### src/rtl/uart_tx_cfg.sv
// uart_tx_cfg: configurable UART transmitter with a small input FIFO.
// Frames are start bit, DATA_BITS data bits sent LSB first, an optional
// odd/even parity bit, and 1 or 2 stop bits. Back-to-back frames leave no idle gap.
// Ports:
//   clk, rst        - clock and synchronous active-high reset
//   in_data/in_valid/in_ready - byte push interface into the FIFO
//   tx              - registered serial line, idles high
//   busy            - frame in progress or FIFO non-empty
//   tx_state        - current FSM state (IDLE=0 START=1 DATA=2 PARITY=3 STOP=4)
//   fifo_count      - occupied FIFO entries
module uart_tx_cfg #(
    parameter int unsigned CLKS_PER_BIT = 234,
    parameter int unsigned DATA_BITS    = 8,
    parameter int unsigned PARITY       = 0,
    parameter int unsigned STOP_BITS    = 1,
    parameter int unsigned FIFO_DEPTH   = 4
) (
    input  logic                          clk,
    input  logic                          rst,
    input  logic [DATA_BITS-1:0]          in_data,
    input  logic                          in_valid,
    output logic                          in_ready,
    output logic                          tx,
    output logic                          busy,
    output logic [2:0]                    tx_state,
    output logic [$clog2(FIFO_DEPTH):0]   fifo_count
);

    localparam int unsigned PTR_W  = $clog2(FIFO_DEPTH);
    localparam int unsigned FCNT_W = PTR_W + 1;
    localparam int unsigned CNT_W  = $clog2(STOP_BITS * CLKS_PER_BIT);
    localparam int unsigned IDX_W  = 3;

    localparam logic [CNT_W-1:0]  BIT_END  = CNT_W'(CLKS_PER_BIT - 1);
    localparam logic [CNT_W-1:0]  STOP_END = CNT_W'(STOP_BITS * CLKS_PER_BIT - 1);
    localparam logic [IDX_W-1:0]  IDX_END  = IDX_W'(DATA_BITS - 1);
    localparam logic [FCNT_W-1:0] FULL     = FCNT_W'(FIFO_DEPTH);

    typedef enum logic [2:0] {
        S_IDLE   = 3'd0,
        S_START  = 3'd1,
        S_DATA   = 3'd2,
        S_PARITY = 3'd3,
        S_STOP   = 3'd4
    } state_t;

    state_t                 state_q, state_d;
    logic [CNT_W-1:0]       cnt_q, cnt_d;
    logic [IDX_W-1:0]       idx_q, idx_d;
    logic [DATA_BITS-1:0]   shreg_q, shreg_d;
    logic                   par_q, par_d;
    logic                   tx_q, tx_d;

    logic [DATA_BITS-1:0]   mem [FIFO_DEPTH];
    logic [PTR_W-1:0]       wr_ptr, rd_ptr;
    logic [FCNT_W-1:0]      count_q;
    logic [DATA_BITS-1:0]   head;
    logic                   head_par;
    logic                   push_c, pop_c;
    logic                   bit_done;

    assign in_ready   = (count_q != FULL);
    assign push_c     = in_valid && in_ready;
    assign head       = mem[rd_ptr];
    // Even parity is the XOR of the data bits; odd parity is its inverse.
    assign head_par   = (^head) ^ (PARITY == 1);
    assign bit_done   = (cnt_q == BIT_END);

    assign tx         = tx_q;
    assign tx_state   = state_q;
    assign fifo_count = count_q;
    assign busy       = (state_q != S_IDLE) || (count_q != '0);

    // Next-state, bit timing, shift register and next tx level.
    always_comb begin
        state_d = state_q;
        cnt_d   = cnt_q + CNT_W'(1);
        idx_d   = idx_q;
        shreg_d = shreg_q;
        par_d   = par_q;
        pop_c   = 1'b0;
        tx_d    = 1'b1;
        case (state_q)
            S_IDLE: begin
                cnt_d = '0;
                if (count_q != '0) begin
                    pop_c   = 1'b1;
                    shreg_d = head;
                    par_d   = head_par;
                    state_d = S_START;
                end
            end
            S_START: begin
                tx_d = 1'b0;
                if (bit_done) begin
                    cnt_d   = '0;
                    idx_d   = '0;
                    state_d = S_DATA;
                end
            end
            S_DATA: begin
                tx_d = shreg_q[0];
                if (bit_done) begin
                    cnt_d   = '0;
                    shreg_d = shreg_q >> 1;
                    if (idx_q == IDX_END) begin
                        state_d = (PARITY != 0) ? S_PARITY : S_STOP;
                    end else begin
                        idx_d = idx_q + IDX_W'(1);
                    end
                end
            end
            S_PARITY: begin
                tx_d = par_q;
                if (bit_done) begin
                    cnt_d   = '0;
                    state_d = S_STOP;
                end
            end
            S_STOP: begin
                tx_d = 1'b1;
                // Stop time spans all stop bits in one count.
                if (cnt_q == STOP_END) begin
                    cnt_d = '0;
                    if (count_q != '0) begin
                        pop_c   = 1'b1;
                        shreg_d = head;
                        par_d   = head_par;
                        state_d = S_START;
                    end else begin
                        state_d = S_IDLE;
                    end
                end
            end
            default: begin
                cnt_d   = '0;
                state_d = S_IDLE;
            end
        endcase
    end

    // FSM and transmit datapath registers.
    always_ff @(posedge clk) begin
        if (rst) begin
            state_q <= S_IDLE;
            cnt_q   <= '0;
            idx_q   <= '0;
            shreg_q <= '0;
            par_q   <= 1'b0;
            tx_q    <= 1'b1;
        end else begin
            state_q <= state_d;
            cnt_q   <= cnt_d;
            idx_q   <= idx_d;
            shreg_q <= shreg_d;
            par_q   <= par_d;
            tx_q    <= tx_d;
        end
    end

    // FIFO pointers and occupancy; pointers wrap naturally at the power-of-2 depth.
    always_ff @(posedge clk) begin
        if (rst) begin
            wr_ptr  <= '0;
            rd_ptr  <= '0;
            count_q <= '0;
        end else begin
            if (push_c) wr_ptr <= wr_ptr + PTR_W'(1);
            if (pop_c)  rd_ptr <= rd_ptr + PTR_W'(1);
            case ({push_c, pop_c})
                2'b10:   count_q <= count_q + FCNT_W'(1);
                2'b01:   count_q <= count_q - FCNT_W'(1);
                default: count_q <= count_q;
            endcase
        end
    end

    // FIFO storage.
    always_ff @(posedge clk) begin
        if (push_c && !rst) mem[wr_ptr] <= in_data;
    end

endmodule

### config.mk
export PLATFORM = sky130hd
export DESIGN_NAME = uart_tx_cfg
export DESIGN_NICKNAME = d
export VERILOG_FILES = /design/src/rtl/uart_tx_cfg.sv
export SDC_FILE = /design/constraint.sdc
export NUM_CORES = 1
export LEC_CHECK = 0
export ABC_AREA = 1
export CAP_MARGIN = 30
export CORE_ASPECT_RATIO = 0.75
export CORE_MARGIN = 2
export CORE_UTILIZATION = 40
export CTS_CLUSTER_DIAMETER = 60
export DETAILED_ROUTE_END_ITERATION = 8
export GPL_TIMING_DRIVEN = 0
export PLACE_DENSITY = 0.69
export SLEW_MARGIN = 10
export SYNTH_ARGS = -nofsm -noshare
export SYNTH_HDL_FRONTEND = slang
export SYNTH_SLANG_ARGS = --single-unit
### constraint.sdc
create_clock -name clk -period 3 [get_ports clk]
set_input_delay 0.3 -clock clk [delete_from_list [all_inputs] [get_ports clk]]
set_output_delay 0.3 -clock clk [all_outputs]
set_load 0.005 [all_outputs]
==> metrics.txt <==
# TYPE chip_impl_metric gauge
chip_impl_info{name="status",value="completed"} 1
chip_impl_metric{name="die_y",unit="um"} 80.1
chip_impl_info{name="post-synth-top-area-cell",value="sky130_fd_sc_hd__edfxtp_1"} 1
chip_impl_metric{name="vias",unit=""} 2428
chip_impl_metric{name="port_buffers",unit=""} 18
chip_impl_info{name="root_buffer_selected_by_cts",value="sky130_fd_sc_hd__clkbuf_8"} 1
chip_impl_metric{name="timing.critical_path.buf_inv",unit=""} 0
chip_impl_info{name="netlist_top_cells_area",value="sky130_fd_sc_hd__edfxtp_1, sky130_fd_sc_hd__dfxtp_1, sky130_fd_sc_hd__nand2_1, sky130_fd_sc_hd__nor2_1, sky130_fd_sc_hd__inv_1"} 1
chip_impl_metric{name="final.period_utilization",unit="%"} 77.8
chip_impl_metric{name="leakage_power_figure",unit="nW"} 1.59
chip_impl_info{name="crit_path_frequent_cell",value="sky130_fd_sc_hd__ha_1"} 1
chip_impl_metric{name="drt.antenna.violating_nets",unit=""} 0
chip_impl_info{name="rsz0062_at_grt",value="false"} 1
chip_impl_metric{name="routabilityCongestion",unit=""} 0.776
chip_impl_metric{name="clock_latency",unit="ns"} 0.35
chip_impl_metric{name="drt-total-wl",unit="mm"} 6.09
chip_impl_metric{name="clock.fmax",unit="MHz"} 429
chip_impl_metric{name="detail_route.iter0.violations",unit=""} 101
chip_impl_metric{name="grt_max_degree",unit=""} 14
chip_impl_info{name="synth.cells.most_frequent",value="sky130_fd_sc_hd__nand2_1, sky130_fd_sc_hd__nor2_1, sky130_fd_sc_hd__inv_1, sky130_fd_sc_hd__dfxtp_1, sky130_fd_sc_hd__edfxtp_1"} 1
chip_impl_info{name="library_cell_with_the_highest_instance_count_after_synthesis",value="sky130_fd_sc_hd__nand2_1"} 1
chip_impl_metric{name="first_pass_iters",unit=""} 5
chip_impl_metric{name="grt_usage",unit="%"} 15.8
chip_impl_metric{name="final.fill_count",unit=""} 665
chip_impl_metric{name="drt_drc_violations_left",unit=""} 0
chip_impl_metric{name="critPathMaxFanout",unit=""} 8
chip_impl_metric{name="grt_pass1_wl",unit="mm"} 10.3
chip_impl_metric{name="detailed_place_hpwl",unit="mm"} 4.36
chip_impl_metric{name="dieWidth",unit="um"} 105
chip_impl_metric{name="htree_levels",unit=""} 3
chip_impl_metric{name="finalPower",unit="mW"} 3.42
chip_impl_metric{name="synth_nets",unit=""} 397
chip_impl_info{name="timing.critical_path.to_type",value="flop"} 1
chip_impl_metric{name="floorplan.core_area",unit="um2"} 7400
chip_impl_metric{name="fin_setup_tns",unit="ns"} 0
chip_impl_metric{name="multi_input_gate_area_in_the_final_layout",unit="um2"} 1250
chip_impl_metric{name="final-setup-viol-count",unit=""} 0
chip_impl_info{name="critPathKind",value="reg -> reg"} 1
chip_impl_metric{name="final_layout_size_suffix_gt1_share",unit="%"} 9.51
chip_impl_metric{name="ir_drop",unit="V"} 0.000367
chip_impl_metric{name="cts_repair_resize_count",unit=""} 0
chip_impl_metric{name="worst_path_largest_cell_delay",unit="ns"} 0.43
chip_impl_metric{name="r2r_slack",unit="ns"} 0.67
chip_impl_metric{name="p_per_area",unit="nW/um2"} 933
chip_impl_metric{name="timing.clock.skew",unit="ns"} 0.00617
chip_impl_metric{name="ys_seq_elements",unit=""} 65
chip_impl_metric{name="synth_cell_type_count",unit=""} 30
chip_impl_metric{name="finalWorstPathRequiredPeriod",unit="ns"} 2.33
chip_impl_metric{name="number_of_global_route_vias_before_repair",unit=""} 2197
chip_impl_metric{name="postCtsSetupBuffers",unit=""} 0
chip_impl_metric{name="post-route-util",unit="%"} 49.6
chip_impl_metric{name="layout.nets",unit=""} 426
chip_impl_metric{name="slew_viol_final",unit=""} 0
chip_impl_metric{name="required",unit="ns"} 3.25
chip_impl_info{name="synth-main-ff-cell",value="sky130_fd_sc_hd__dfxtp_1"} 1
chip_impl_metric{name="numCtsBuffers",unit=""} 9
chip_impl_metric{name="relSlewSlack",unit="%"} 43.5
chip_impl_metric{name="die-area",unit="um2"} 8450
chip_impl_metric{name="wl_per_cell",unit="um"} 11.9
chip_impl_metric{name="regArea",unit="um2"} 1620
chip_impl_metric{name="clkTransAtPathRegs",unit="ns"} 0.08
chip_impl_metric{name="initial_utilization",unit="%"} 41.7
chip_impl_metric{name="final_hold_vio_count",unit=""} 0
chip_impl_info{name="tritoncts_clock_tree",value="yes"} 1
chip_impl_info{name="critPathSlowestCell",value="sky130_fd_sc_hd__fa_1"} 1
chip_impl_info{name="cpLargestDelayFamily",value="adder cells"} 1
chip_impl_metric{name="number_of_enable_type_register_cells_in_the_synthesized_netlist",unit=""} 32
chip_impl_metric{name="synth_top_area_share",unit="%"} 31.1
chip_impl_metric{name="synthesis.instances",unit=""} 376
chip_impl_metric{name="post_drt_via_cell_ratio",unit=""} 4.75
chip_impl_metric{name="worstPathArrival",unit="ns"} 2.58
chip_impl_metric{name="syn_area",unit="um2"} 3090
chip_impl_metric{name="synth.avg_cell_area",unit="um2"} 8.21
chip_impl_info{name="holdCritPathClass",value="in -> reg"} 1
chip_impl_metric{name="seq_area_frac_synth",unit="%"} 52.5
chip_impl_metric{name="grt_overflow_total",unit=""} 0
chip_impl_metric{name="cts_num_sinks",unit=""} 65
chip_impl_metric{name="ys.warnings.count",unit=""} 0
chip_impl_metric{name="antenna_found_initial",unit=""} 0
chip_impl_info{name="cp-start-kind",value="flop"} 1
chip_impl_metric{name="area_delta_synth_final",unit="%"} 18.8
chip_impl_info{name="critical_path.cell_chain",value="ha_1, nand3_1, nand3b_1, a21oi_2, ha_1, fa_1, o21ai_0, a21oi_1"} 1
chip_impl_metric{name="rows",unit=""} 27
chip_impl_metric{name="transition_at_the_pin_with_the_smallest_max_transition_slack",unit="ns"} 0.844
chip_impl_metric{name="timing.max_cap.violations",unit=""} 0
chip_impl_metric{name="async_flop_share",unit="%"} 0
chip_impl_metric{name="antenna-diode-count",unit=""} 0
chip_impl_metric{name="ioPinCount",unit=""} 20
chip_impl_metric{name="cts_hold_buffers",unit=""} 0
chip_impl_metric{name="clock_tree.buffer_depth",unit=""} 2
==> metrics by stage <==
| step | area [um2] | hold slack (ns) | setup WS [ns] | instances |
|---|---|---|---|---|
| floorplan | 3090 | 0.399 | 0.963 | 376 |
| global placement | 3390 | 0.450 | 0.718 | 495 |
| detailed placement | 3390 | 0.459 | 0.673 | 495 |
| CTS | 3670 | 0.311 | 0.658 | 511 |
| global route | 3670 | 0.339 | 0.389 | 511 |
| finish | 3670 | 0.314 | 0.667 | 511 |
==> metal layers <==
metal  track usage [%]  wire, um  up-vias
met5                 0         0        -
met3              4.38       274        9
met4              6.00        80        0
li1                  -         -     1280
met2              24.4      2650       46
met1              21.2      3080     1093
==> cells in the final DEF, fill, tap and decap left out, drive strengths merged, types with 6 or more instances in the layout <==
master and count:
nand3 26, buf 6, inv 43, nor2 40, edfxtp 32, clkbuf 11
clkdlybuf4s50 18, nand2 127, o21ai 26, a21oi 19, dfxtp 33, ha 9
==> logic make-up (layout without fill, tap and decap cells) <==
kind of cell,after synthesis,after routing,synth area share [%]
AND/OR/NAND/NOR,204,204,27.5
flip-flops,65,65,52.5
AO/OA/AOI/OAI,49,49,8.75
buffers and inverters,48,82,6.97
adder cells (fa/ha/maj),10,10,4.30
==> registers in the layout, indices dropped and copies added (netlist names), named ones only <==
register    flops
fifo_count      3
shreg_q         8
tx              1
par_q           1
mem            32
rd_ptr          2
idx_q           3
wr_ptr          2
tx_state        3
cnt_q           8
==> final timing paths <==
check                           startpoint             to  cells past startpoint
worst min register to register  shreg_q[7]     shreg_q[7]                      2
worst max register to register    cnt_q[0]  fifo_count[1]                      8
worst min-delay path                   rst     shreg_q[7]                      2
worst max-delay path              cnt_q[0]  fifo_count[1]                      8
==> worst reg2reg max path: stages (launching register included) <==
cell	delay, ns
sky130_fd_sc_hd__dfxtp_1	0.38
sky130_fd_sc_hd__ha_1	0.17
sky130_fd_sc_hd__nand3_1	0.08
sky130_fd_sc_hd__nand3b_1	0.27
sky130_fd_sc_hd__a21oi_2	0.39
sky130_fd_sc_hd__ha_1	0.29
sky130_fd_sc_hd__fa_1	0.43
sky130_fd_sc_hd__o21ai_0	0.16
sky130_fd_sc_hd__a21oi_1	0.06
==> cell type report <==
| cell class | instances | area share (%) |
|---|---|---|
| Buffer | 8 | 1.64 |
| Multi-Input combinational cell | 263 | 34.1 |
| Clock buffer | 9 | 3.38 |
| Clock inverter | 7 | 4.06 |
| Tap cell | 101 | 3.45 |
| Timing Repair Buffer | 18 | 4.91 |
| Inverter | 40 | 4.23 |
| Sequential cell | 65 | 44.2 |
==> power breakdown <==
part,internal [mW],total (mW),switching (mW)
registers,1.07,1.16,0.0930
logic,0.473,1.24,0.770
clock network,0.647,1.02,0.371
total,2.19,3.42,1.23
Note: power is estimated with default switching activity, not from simulation.
